==> src/rtl/mem_port_arbiter.sv <==
// Arbitrates one single-ported memory between the fetch (instr) and writeback (data) ports.
// One access in flight at a time; data has priority unless instr has been starved too long.
module mem_port_arbiter #(
   parameter int ADDR_W       = 16,
   parameter int DATA_W       = 64,
   parameter int STARVE_LIMIT = 4,
   parameter int TIMEOUT      = 8
) (
   input  logic              clk,
   input  logic              rst,
   input  logic              instr_req,
   input  logic [ADDR_W-1:0] instr_address,
   output logic [DATA_W-1:0] instr_rdata,
   output logic              instr_valid,
   output logic              halt_fetch,
   input  logic              data_req,
   input  logic              data_write_enable,
   input  logic [ADDR_W-1:0] data_address,
   input  logic [DATA_W-1:0] data_wdata,
   output logic [DATA_W-1:0] data_rdata,
   output logic              data_valid,
   output logic              halt_data,
   output logic              mem_req,
   output logic              mem_we,
   output logic [ADDR_W-1:0] mem_addr,
   output logic [DATA_W-1:0] mem_wdata,
   input  logic [DATA_W-1:0] mem_rdata,
   input  logic              mem_rvalid,
   output logic              err_timeout
);

   localparam int WCNT_W = (TIMEOUT > 2) ? $clog2(TIMEOUT) : 1;
   localparam int SCNT_W = $clog2(STARVE_LIMIT + 1);

   typedef enum logic [1:0] {IDLE, ISSUE, WAIT, RESP} state_t;

   state_t              state_reg, state_next;
   logic                grant_instr_reg;
   logic                we_reg;
   logic [ADDR_W-1:0]   addr_reg;
   logic [DATA_W-1:0]   wdata_reg;
   logic [WCNT_W-1:0]   wait_cnt_reg;
   logic [SCNT_W-1:0]   starve_cnt_reg;
   logic                err_reg;
   logic [DATA_W-1:0]   instr_rdata_reg;
   logic [DATA_W-1:0]   data_rdata_reg;

   logic                pick_instr;
   logic                timeout_hit;
   logic                capture_en;
   logic [DATA_W-1:0]   capture_data;

   always_comb begin
      state_next   = state_reg;
      pick_instr   = instr_req && (!data_req || (starve_cnt_reg == SCNT_W'(STARVE_LIMIT)));
      timeout_hit  = !mem_rvalid && (wait_cnt_reg == WCNT_W'(TIMEOUT - 1));
      capture_en   = (state_reg == WAIT) && (mem_rvalid || timeout_hit);
      // Timeouts and write acks both return zero data to the requester.
      capture_data = (mem_rvalid && !we_reg) ? mem_rdata : '0;
      case (state_reg)
         IDLE:    if (instr_req || data_req) state_next = ISSUE;
         ISSUE:   state_next = WAIT;
         WAIT:    if (capture_en) state_next = RESP;
         RESP:    state_next = IDLE;
         default: state_next = IDLE;
      endcase
   end

   always_ff @(posedge clk or negedge rst) begin
      if (!rst) begin
         state_reg       <= IDLE;
         grant_instr_reg <= 1'b0;
         we_reg          <= 1'b0;
         addr_reg        <= '0;
         wdata_reg       <= '0;
         wait_cnt_reg    <= '0;
         starve_cnt_reg  <= '0;
         err_reg         <= 1'b0;
         instr_rdata_reg <= '0;
         data_rdata_reg  <= '0;
      end else begin
         state_reg <= state_next;
         case (state_reg)
            IDLE: begin
               if (instr_req || data_req) begin
                  grant_instr_reg <= pick_instr;
                  addr_reg        <= pick_instr ? instr_address : data_address;
                  we_reg          <= pick_instr ? 1'b0 : data_write_enable;
                  wdata_reg       <= pick_instr ? '0 : data_wdata;
                  if (pick_instr)
                     starve_cnt_reg <= '0;
                  else if (instr_req && (starve_cnt_reg != SCNT_W'(STARVE_LIMIT)))
                     starve_cnt_reg <= starve_cnt_reg + 1'b1;
               end
            end
            ISSUE: wait_cnt_reg <= '0;
            WAIT: begin
               if (capture_en) begin
                  if (grant_instr_reg) instr_rdata_reg <= capture_data;
                  else                 data_rdata_reg  <= capture_data;
                  if (timeout_hit) err_reg <= 1'b1;
               end else begin
                  wait_cnt_reg <= wait_cnt_reg + 1'b1;
               end
            end
            default: ;
         endcase
      end
   end

   assign mem_req     = (state_reg == ISSUE);
   assign mem_we      = we_reg;
   assign mem_addr    = addr_reg;
   assign mem_wdata   = wdata_reg;
   assign instr_valid = (state_reg == RESP) && grant_instr_reg;
   assign data_valid  = (state_reg == RESP) && !grant_instr_reg;
   assign instr_rdata = instr_rdata_reg;
   assign data_rdata  = data_rdata_reg;
   assign halt_fetch  = instr_req & ~instr_valid;
   assign halt_data   = data_req & ~data_valid;
   assign err_timeout = err_reg;

endmodule
==> config.mk <==
export PLATFORM = sky130hd
export DESIGN_NAME = mem_port_arbiter
export DESIGN_NICKNAME = d
export VERILOG_FILES = /design/src/rtl/mem_port_arbiter.sv
export SDC_FILE = /design/constraint.sdc
export NUM_CORES = 1
export LEC_CHECK = 0
export BUFFER_PORTS_ARGS = -buffer_cell sky130_fd_sc_hd__buf_2
export CAP_MARGIN = 20
export CORE_AREA = 3 3 149 151
export CTS_CLUSTER_DIAMETER = 120
export DETAILED_ROUTE_END_ITERATION = 12
export DIE_AREA = 0 0 152 154
export PLACE_DENSITY = 0.68
export SLEW_MARGIN = 20
export SYNTH_ARGS = -nofsm -noshare
export SYNTH_HDL_FRONTEND = slang
export SYNTH_SLANG_ARGS = --single-unit
==> constraint.sdc <==
create_clock -name clk -period 2.1 [get_ports clk]
set_clock_uncertainty 0.05 [all_clocks]
set_input_delay 0 -clock clk [delete_from_list [all_inputs] [get_ports clk]]
set_output_delay 0 -clock clk [all_outputs]
set_load 0.005 [all_outputs]
==> qor.csv, run 1 <==
stage,metric,value,unit
placement,port bufs,380,
cts,CTS tree,built,
worst_setup_path,RR Startpoint,wait_cnt_reg[0],
floorplanning,die width,152,µm
synthesis,"Top FF cell, synth",dfrtp_1,
finish,diode count,0,
floorplanning,Starting Density,42.0,%
drt,via count,8406,
drt,Routed Antenna Nets,0,
worst_setup_path,critical path type,register to register,
floorplanning,core area,21000,µm²
cts,CTS root buffer,clkbuf_16,
finish,Area growth syn-to-layout,53.4,%
synthesis,Area contributors post-synth,"dfrtp_1 (62%), o21ai_0 (7.3%), nand2_1 (7.0%)",
timing,Final Hold Fails,0,
power_and_ir_drop,Power Density,1290,nW/µm²
drt,vias per inst,5.21,
synthesis,Yosys top cell area share,62.3,%
drt,1st-iter DRT viols,526,
drt,WL per Instance,18.1,µm
worst_setup_path,Crit. End Element,register,
finish,most frequent cells in the layout,"buf_2 (379), dfrtp_1 (218), dlygate4sd3_1 (165), nand2_1 (164), o21ai_0 (129)",
placement,Post-DP HPWL,18.6,mm
run_status,status,"finished, final reports clean",
worst_setup_path,Crit path required time,2.46,ns
worst_setup_path,maximum fanout along the worst path,26,
worst_setup_path,worst-path cell chain,ha_1 > ha_1 > o211ai_1 > buf_12 > buf_4 > nand2_1 > o21ai_0,
synthesis,Post-Syn Instances,795,
placement,gp weighted congestion,0.837,
global_route,number of global-route vias before repair,8688,
worst_setup_path,CP most frequent cell,ha_1,
floorplanning,num ports,381,
synthesis,distinct cell type count of the synthesized netlist,33,
finish,final layout net count,1500,
timing,final setup vio count,0,
synthesis,Synth Area per Inst,11.1,µm²
synthesis,post-synth design cell area,8800,µm²
min_path,Hold Crit Class,input port to async pin,
worst_setup_path,Critical path origin,wait_cnt_reg[0],
timing,period utilization,90.3,%
timing,Final Slew Violations,0,
worst_setup_path,r2r worst-path depth,7,
worst_setup_path,crit path launch type,register,
cts,CTS Buf Count,23,
timing,RSZ-0062 raised after global routing,false,
timing,worst slew pin tran,0.648,ns
timing,Slew headroom,56.8,%
synthesis,leading area contributor after synthesis,dfrtp_1,
cts,clock sinks,219,
worst_setup_path,slowest CP cell,dfrtp_1,
worst_setup_path,RR Endpoint,instr_rdata[4],
worst_setup_path,crit path DAT,2.26,ns
finish,fin util,64.4,%
drt,Post-Route WL,29.2,mm
timing,Tmin final,1.90,ns
synthesis,sequential area share after synthesis,62.3,%
synthesis,number of synthesized flops with an enable pin,0,
finish,"most common cell after layout, fill and taps aside",buf_2,
floorplanning,Die ar.,23400,µm²
global_route,largest net degree at the start of global routing,132,
global_route,global route total overflow,0,
cts,register clock-pin slew on the reported worst setup and hold paths,0.06,ns
drt,DRC viols,0,
cts,Worst-Skew Late Latency,0.49,ns
drt,router iterations before antenna repair,5,
worst_setup_path,r2r setup slk,0.20,ns
run,max cap viols,0,
power_and_ir_drop,leakage power,6.86,nW
cts,CTS HTree Levels,1,
global_route,initial antenna violation count,0,
finish,ratio of cells with drive above 1 in the final layout,34.8,%
synthesis,syn nets,970,
global_route,GRT Overall Usage,24.1,%
cts,clock buffer depth,3,
global_route,first-pass GRT wire length,46.7,mm
timing,setup TNS,0,ns
power_and_ir_drop,VDD IR max,0.773,mV
floorplanning,Die Y,154,µm
floorplanning,# rows,53,
worst_setup_path,CP peak stage delay,0.40,ns
worst_setup_path,Worst Setup EP,instr_rdata[4],
synthesis,asr flop ratio synth,100,%
timing,fmax,527,MHz
synthesis,Synth Warn #,0,
synthesis,"flops & latches, synth",219,
[per-layer routing]
layer	track usage, %	vias to the layer above	wire [µm]
met5	0	-	0
met4	9.38	0	1120
met3	5.49	74	2290
met2	39.9	429	14200
met1	30.9	4007	11600
li1	-	3896	-
[cells in the mapped netlist (all sizes together), types with 3 or more instances]
master and count:
dfrtp 219, clkbuf 39, ha 9, o21ai 132, nand4 16, o31ai 64
inv 6, buf 35, nor2b 4, a22o 68, mux2 3, nand2 164
o211ai 17
[critical path, delay by kind of cell, from the launching register on]
family                     cells  cell delay [ns]
AOI/OAI and AO/OA              2             0.37
adders and majority gates      2             0.46
buffers and inverters          2             0.43
DFF                            1             0.40
and+or+nand+nor                1             0.08
[final cells by class]
cell class	instances	area, µm²
Inverter	6	22.5
Clock inverter	5	53.8
Tap cell	275	344
Multi-Input combinational cell	496	2980
Fill cell	1576	7460
Timing Repair Buffer	579	3970
Sequential cell	219	5480
Clock buffer	32	639
[how the worst min path moves through the flow]
stage | start | to | cells after the start
final | rst | data_rdata[49] | 2
after global routing | rst | data_rdata[49] | 2
after CTS | rst | data_rdata[49] | 2
after detailed placement | rst | data_rdata[49] | 1
after global placement | rst | data_rdata[49] | 1
after floorplan | rst | data_rdata[0] | 0
[where the power goes]
part | internal (W) | switching [W] | total, W
combinational | 0.00306 | 0.00349 | 0.00655
sequential | 0.00600 | 0.00104 | 0.00704
clock | 0.00223 | 0.00160 | 0.00383
total | 0.0113 | 0.00613 | 0.0174
[metrics by stage]
| stage | area [µm²] | std cells | total power, W | hold WS [ns] | setup slack, ns |
|---|---|---|---|---|---|
| 3_5_place_dp | 11100 | 1410 | 0.0133 | -0.00612 | 0.122 |
| 2_1_floorplan | 8800 | 795 | 0.0101 | -0.346 | 0.377 |
| 6_report | 13500 | 1612 | 0.0174 | 0.0285 | 0.203 |
| 4_1_cts | 13500 | 1612 | 0.0174 | 0.0681 | 0.156 |
| 3_3_place_gp | 11100 | 1410 | 0.0131 | -0.00566 | 0.203 |
| 5_1_grt | 13500 | 1612 | 0.0186 | 0.121 | 0.110 |
[logic make-up (layout without fill, tap and decap cells)]
family / Yosys count / after routing / share of synthesized area, %
compound gates: 290 / 290 / 22.6
xor+xnor: 1 / 1 / 0.0996
fa+ha+maj: 9 / 9 / 1.28
buf+inv: 80 / 622 / 4.31
flops: 219 / 219 / 62.3
mux: 3 / 3 / 0.384
simple gates: 193 / 193 / 9.02
[timing repair]
action / in CTS / in global routing
resized for setup: 0 / 1
hold buffers: 165 / 0
endpoints found under the hold margin: 414 / 0
setup buffers: 0 / 0
endpoints found under the setup margin: 0 / 1
Power figures use the tool's default switching activity.
==> inputs of run 2 (changes only) <==
--- a/config.mk
+++ b/config.mk
@@ -7,11 +7,10 @@
 export LEC_CHECK = 0
 export BUFFER_PORTS_ARGS = -buffer_cell sky130_fd_sc_hd__buf_2
 export CAP_MARGIN = 20
-export CORE_AREA = 3 3 149 151
+export CORE_UTILIZATION = 35
 export CTS_CLUSTER_DIAMETER = 120
 export DETAILED_ROUTE_END_ITERATION = 12
-export DIE_AREA = 0 0 152 154
-export PLACE_DENSITY = 0.68
+export PLACE_DENSITY = 0.59
 export SLEW_MARGIN = 20
 export SYNTH_ARGS = -nofsm -noshare
 export SYNTH_HDL_FRONTEND = slang
==> run 2 against run 1 <==
  * Sequential share of layout area fell by 0.44 points
  * Power rose by 1.4%
  * Critical path depth fell by 2
  * Maximum frequency fell by 1.1%
  * Die area rose by 10%
  * Sequential power fell by 0.9%
  * Setup slack got worse by 0.020 ns
  * Cell count rose by 2.9%
  * Non-clock buffer count fell by 6
  * Global-route usage fell by 2.6 points
  * Critical endpoint is now mem_addr[3]
  * Largest cell class unchanged
  * Largest power group unchanged
==> qor.csv, run 2 (synthesized netlist as in run 1, its figures left out) <==
stage,metric,value,unit,change
run_status,status,"finished, final reports clean",,
cts,CTS root buffer,clkbuf_16,,
global_route,GR Layer Usage met1,27.8,%,-3.1 points
floorplanning,die width,161,µm,+5.6%
cts,CTS HTree Levels,1,,unchanged
drt,WL per Instance,16.7,µm,-7.8%
worst_setup_path,r2r worst-path depth,5,,-2
drt,Post-Route WL,27.7,mm,-5.1%
worst_setup_path,crit path DAT,2.21,ns,-0.05 ns
drt,DRC viols,0,,unchanged
timing,Final Slew Violations,0,,unchanged
worst_setup_path,r2r setup slk,0.18,ns,-0.02 ns
global_route,GRT Overall Usage,21.4,%,-2.6 points
power_and_ir_drop,VDD IR max,0.590,mV,-24%
worst_setup_path,maximum fanout along the worst path,17,,-35%
worst_setup_path,critical path type,register to register,,
finish,most frequent cells in the layout,"buf_2 (379), dfrtp_1 (218), dlygate4sd3_1 (165), nand2_1 (164), o21ai_0 (129)",,
min_path,WHS Path Cells,3,,
timing,fmax,522,MHz,-1.1%
power_and_ir_drop,Switching Fraction,34.2,%,-1.1 points
timing,worst slew pin tran,0.818,ns,+0.170 ns
power_and_ir_drop,Clock power frac,24.1,%,+2.1 points
floorplanning,Die Y,161,µm,+4.3%
drt,router iterations before antenna repair,5,,unchanged
worst_setup_path,buffers and inverters on the worst path,1,,-1
floorplanning,# rows,57,,+7.5%
drt,vias per inst,4.95,,-5.1%
global_route,met2 Use GR,36.5,%,-3.4 points
worst_setup_path,CP peak stage delay,0.66,ns,+0.26 ns
global_route,first-pass GRT wire length,44.9,mm,-4.0%
power_and_ir_drop,internal power,0.0116,W,+3.1%
floorplanning,num ports,381,,unchanged
floorplanning,Die ar.,25800,µm²,+10%
global_route,global route total overflow,0,,unchanged
timing,period utilization,91.3,%,+0.97 points
global_route,GRT Max-Usage Layer,met2,,
cts,register clock-pin slew on the reported worst setup and hold paths,0.06,ns,about the same
cts,clock buffer depth,3,,unchanged
cts,Post-CTS Setup Repair Bufs,0,,unchanged
cts,CTS Buf Count,24,,+4.3%
power_and_ir_drop,Power Density,1300,nW/µm²,+0.31%
finish,fin util,55.8,%,-8.6 points
finish,finished layout cell area,13600,µm²,+1.1%
finish,Area growth syn-to-layout,55.0,%,
finish,final layout net count,1495,,-0.33%
worst_setup_path,largest delay contributor family on the critical path,simple AND/OR/NAND/NOR gates,,
timing,Final Hold Fails,0,,unchanged
power_and_ir_drop,sequential share of power,39.5,%,-0.9 points
cts,Worst-Skew Late Latency,0.50,ns,about the same
timing,RSZ-0062 raised after global routing,false,,
drt,Routed Antenna Nets,0,,unchanged
power_and_ir_drop,NetSw,0.00604,W,-1.6%
global_route,M3 GR Usage,3.85,%,-1.6 points
cts,clock sinks,219,,unchanged
run,max cap viols,0,,unchanged
timing,Slew headroom,45.5,%,-11 points
global_route,initial antenna violation count,0,,unchanged
floorplanning,core area,24500,µm²,+17%
worst_setup_path,Crit. End Element,register,,
placement,Post-DP HPWL,17.7,mm,-4.7%
floorplanning,Starting Density,36.0,%,-6.0 points
timing,final setup vio count,0,,unchanged
placement,gp weighted congestion,0.814,,-2.8%
worst_setup_path,worst-path cell chain,inv_1 > ha_1 > a21bo_1 > and2_1 > o211ai_1,,
finish,# fillers,2091,,+33%
power_and_ir_drop,Comb pwr share,36.4,%,-1.2 points
finish,"most common cell after layout, fill and taps aside",buf_2,,
worst_setup_path,crit path launch type,register,,
power_and_ir_drop,leakage power,6.89,nW,+0.47%
finish,ratio of cells with drive above 1 in the final layout,34.8,%,about the same
cts,CTS resizes,0,,unchanged
placement,post-placement cell area,11200,µm²,+0.37%
global_route,number of global-route vias before repair,8553,,-1.6%
placement,port bufs,380,,unchanged
drt,via count,8212,,-2.3%
worst_setup_path,number of cells on the critical path,5,,-2
min_path,Hold Crit Class,input port to register,,
finish,diode count,0,,unchanged
timing,setup TNS,0,ns,unchanged
drt,1st-iter DRT viols,648,,+23%
worst_setup_path,Crit path required time,2.40,ns,-0.06 ns
global_route,largest net degree at the start of global routing,89,,-33%
worst_setup_path,slowest CP cell,and2_1,,
timing,Tmin final,1.92,ns,+0.0204 ns
cts,CTS tree,built,,
==> run 2: cell type report <==
type                       count  area (µm²)  share of cell area (%)
clock buffer                  34         709                    5.20
clock inverter                 7        91.3                   0.670
inverter                       6        22.5                   0.165
multi-input combinational    496        2980                    21.8
sequential                   219        5480                    40.2
tap                          324         405                    2.97
timing repair buffer         573        3950                    28.9
==> run 2: path summary, 6_finish.rpt <==
path                                    from         endpoint
setup / recovery           starve_cnt_reg[0]      mem_addr[3]
hold / removal                      data_req     state_reg[0]
setup reg to reg           starve_cnt_reg[0]      mem_addr[3]
hold reg to reg                  err_timeout      err_timeout
max in group asynchronous                rst  instr_rdata[42]
min in group asynchronous                rst    mem_wdata[21]
==> run 2: tightest hold or removal path: stages <==
cell     delay, ns
buf_2         0.19
nor3b_1       0.10
o32a_1        0.28
==> run 2: repair_timing <==
action / in CTS / in global routing
hold endpoints to repair: 434 / 0
setup endpoints to repair: 0 / 0
hold buffers: 165 / 0
==> run 2: layer usage <==
layer,up-vias,wire length [µm]
met2,349,13500
met1,3926,11800
met3,54,1790
li1,3883,-
met4,0,684
met5,-,0
==> run 2: power by group through the flow <==
| stage | Sequential (W) | Clock [W] | Combinational (W) |
|---|---|---|---|
| after floorplan | 0.00707 | 0 | 0.00298 |
| after global placement | 0.00699 | 0 | 0.00610 |
| after detailed placement | 0.00701 | 0 | 0.00623 |
| after CTS | 0.00698 | 0.00437 | 0.00647 |
| after global routing | 0.00720 | 0.00457 | 0.00715 |
| final | 0.00698 | 0.00425 | 0.00643 |
==> run 2: through the flow <==
step                      std cells  setup WS [ns]  power (W)  hold slack [ns]
final                          1659          0.183     0.0177           0.0613
after global routing           1659        0.00449     0.0189           0.0650
after CTS                      1659          0.144     0.0178           0.0266
after detailed placement       1453          0.157     0.0132          -0.0823
after global placement         1453          0.188     0.0131          -0.0792
after floorplan                 795          0.377     0.0101           -0.346
==> inputs of run 3 (changes only) <==
--- a/config.mk
+++ b/config.mk
@@ -6,11 +6,11 @@
 export NUM_CORES = 1
 export LEC_CHECK = 0
 export BUFFER_PORTS_ARGS = -buffer_cell sky130_fd_sc_hd__buf_2
-export CAP_MARGIN = 20
 export CORE_UTILIZATION = 35
 export CTS_CLUSTER_DIAMETER = 120
 export DETAILED_ROUTE_END_ITERATION = 12
 export PLACE_DENSITY = 0.59
+export REMOVE_ABC_BUFFERS = 1
 export SLEW_MARGIN = 20
 export SYNTH_ARGS = -nofsm -noshare
 export SYNTH_HDL_FRONTEND = slang
==> run 3 against run 2 <==
  * Clock-buffer cell count increased by 10
  * Die area did not move
  * First-iteration DRC count fell by 1.1%
  * Setup slack lost 0.060 ns
  * Critical path type unchanged
  * Via count grew 0.90%
  * Maximum frequency shrank 3.0%
  * Non-clock buffer count is 1 higher
  * Clock power up 4%
  * Design area rose by 0.10%
==> qor.csv, run 3 (synthesized netlist as in run 1, its figures left out) <==
stage,metric,value,unit,change
run_status,status,"finished, final reports clean",,
global_route,global route total overflow,0,,unchanged
timing,fmax,506,MHz,-3.0%
timing,period utilization,94.1,%,+2.8 points
timing,Final Slew Violations,0,,unchanged
global_route,initial antenna violation count,0,,unchanged
worst_setup_path,crit path DAT,2.31,ns,+0.10 ns
drt,1st-iter DRT viols,641,,-1.1%
finish,most frequent cells in the layout,"buf_2 (379), dfrtp_1 (218), dlygate4sd3_1 (167), nand2_1 (164), o21ai_0 (129)",,
worst_setup_path,Crit. End Element,register,,
cts,Worst-Skew Late Latency,0.52,ns,+0.02 ns
drt,Routed Antenna Nets,0,,unchanged
worst_setup_path,CP peak stage delay,0.41,ns,-0.25 ns
timing,Tmin final,1.98,ns,+0.0598 ns
power_and_ir_drop,NetSw,0.00621,W,+2.9%
timing,RSZ-0062 raised after global routing,false,,
power_and_ir_drop,sequential share of power,39.7,%,+0.2 points
drt,router iterations before antenna repair,5,,unchanged
finish,Area growth syn-to-layout,55.2,%,
worst_setup_path,worst-path cell chain,ha_1 > ha_1 > o211ai_1 > buf_4 > buf_8 > o21ai_0,,
timing,WHS,0.0148,ns,-0.0465 ns
floorplanning,Die Y,161,µm,unchanged
floorplanning,core area,24500,µm²,unchanged
power_and_ir_drop,VDD IR max,0.813,mV,+38%
worst_setup_path,Crit path required time,2.43,ns,+0.03 ns
finish,ratio of cells with drive above 1 in the final layout,34.9,%,+0.14 points
cts,clock buffer depth,3,,unchanged
worst_setup_path,r2r setup slk,0.12,ns,-0.06 ns
power_and_ir_drop,internal power,0.0117,W,+0.66%
cts,CTS tree,built,,
worst_setup_path,critical path type,register to register,,
worst_setup_path,CP most frequent cell,ha_1,,
placement,post-placement cell area,11100,µm²,-0.87%
drt,DRC viols,0,,unchanged
finish,final layout net count,1498,,+0.20%
power_and_ir_drop,Comb pwr share,35.6,%,-0.8 points
global_route,M3 GR Usage,3.18,%,-0.67 points
worst_setup_path,largest delay contributor family on the critical path,buffers and inverters,,
global_route,largest net degree at the start of global routing,101,,+13%
cts,CTS root buffer,clkbuf_16,,
worst_setup_path,maximum fanout along the worst path,50,,+33
placement,gp weighted congestion,0.807,,-0.80%
finish,diode count,0,,unchanged
global_route,met2 Use GR,35.8,%,-0.69 points
global_route,GRT Overall Usage,21.5,%,+0.065 points
placement,Post-DP HPWL,18.9,mm,+6.7%
floorplanning,die width,161,µm,unchanged
finish,finished layout cell area,13700,µm²,+0.10%
worst_setup_path,r2r worst-path depth,6,,+1
floorplanning,# rows,57,,unchanged
min_path,Hold Crit Class,input port to async pin,,
floorplanning,Die ar.,25800,µm²,unchanged
cts,clock sinks,219,,unchanged
worst_setup_path,RR Startpoint,wait_cnt_reg[0],,
floorplanning,num ports,381,,unchanged
global_route,GRT Max-Usage Layer,met2,,
global_route,number of global-route vias before repair,8178,,-4.4%
worst_setup_path,slowest CP cell,dfrtp_1,,
placement,port bufs,380,,unchanged
cts,register clock-pin slew on the reported worst setup and hold paths,0.06,ns,about the same
power_and_ir_drop,Power Density,1310,nW/µm²,+1.3%
drt,Post-Route WL,29.1,mm,+5.0%
finish,# fillers,2095,,+0.19%
floorplanning,Starting Density,36.0,%,unchanged
drt,WL per Instance,17.5,µm,+4.6%
worst_setup_path,crit path launch type,register,,
timing,Slew headroom,61.8,%,+16 points
drt,vias per inst,4.98,,+0.54%
cts,CTS HTree Levels,1,,unchanged
global_route,first-pass GRT wire length,44.3,mm,-1.4%
timing,Final Hold Fails,0,,unchanged
global_route,GR Layer Usage met1,28.1,%,+0.36 points
timing,worst slew pin tran,0.573,ns,-0.245 ns
power_and_ir_drop,Clock power frac,24.8,%,+0.7 points
finish,"most common cell after layout, fill and taps aside",buf_2,,
timing,final setup vio count,0,,unchanged
power_and_ir_drop,leakage power,6.90,nW,+0.11%
cts,CTS Buf Count,26,,+8.3%
drt,via count,8286,,+0.90%
worst_setup_path,RR Endpoint,instr_rdata[24],,
run,max cap viols,0,,unchanged
power_and_ir_drop,Switching Fraction,34.7,%,+0.49 points
worst_setup_path,buffers and inverters on the worst path,2,,+1
run 3: cell types whose count changed in the layout (fill, tap and decap cells not counted), sizes merged:
cell / delta
clkbuf: +11
buf: -2
dlygate4sd3: +2
bufinv: -2
clkinvlp: -1
clkinv: -1
inv: -1
run 3: final cells by class:
cell class | count | area [µm²] | area share [%]
well taps | 324 | 405 | 2.97
inverters | 6 | 22.5 | 0.165
clock inverters | 2 | 10.0 | 0.0733
clock buffers | 44 | 850 | 6.22
multi-input cells | 496 | 2990 | 21.9
repair buffers | 574 | 3900 | 28.6
flip-flops and latches | 219 | 5480 | 40.2
run 3: per-layer routing:
| layer | wire, µm | up-vias |
|---|---|---|
| li1 | - | 3894 |
| met2 | 14400 | 292 |
| met4 | 1140 | 0 |
| met1 | 12300 | 4030 |
| met3 | 1360 | 70 |
| met5 | 0 | - |
run 3: through the flow:
step                setup slack (ns)  setup TNS (ns)  util [%]  power, W  cells
floorplan                      -3.93         -575.84         -   0.00983    721
global placement               0.232               0      45.3    0.0131   1450
detailed placement             0.138               0      45.3    0.0132   1450
CTS                           0.0491               0      55.7    0.0180   1663
global route                  0.0300               0      55.8    0.0191   1665
finish                         0.123               0      55.8    0.0179   1665
run 3: power by group through the flow:
stage	clock, W	combinational [W]	sequential (W)
final	0.00444	0.00637	0.00711
after global routing	0.00472	0.00702	0.00731
after CTS	0.00454	0.00636	0.00709
after detailed placement	0	0.00607	0.00713
after global placement	0	0.00592	0.00714
after floorplan	0	0.00259	0.00724
run 3: timing repair:
item	in CTS	in global routing
hold endpoints to repair	432	0
setup buffers	0	1
hold buffers	167	0
resized for setup	0	6
setup endpoints to repair	0	14
run 3: how the worst max path moves through the flow:
stage	from	to	slack (ns)	cells past startpoint
after floorplan	grant_instr_reg	instr_rdata[62]	-3.93	3
after CTS	state_reg[0]	mem_wdata[45]	0.05	6
after global routing	wait_cnt_reg[0]	instr_rdata[0]	0.03	6
after global placement	wait_cnt_reg[0]	instr_rdata[23]	0.23	5
after detailed placement	wait_cnt_reg[0]	instr_rdata[44]	0.14	5
final	wait_cnt_reg[0]	instr_rdata[24]	0.12	6
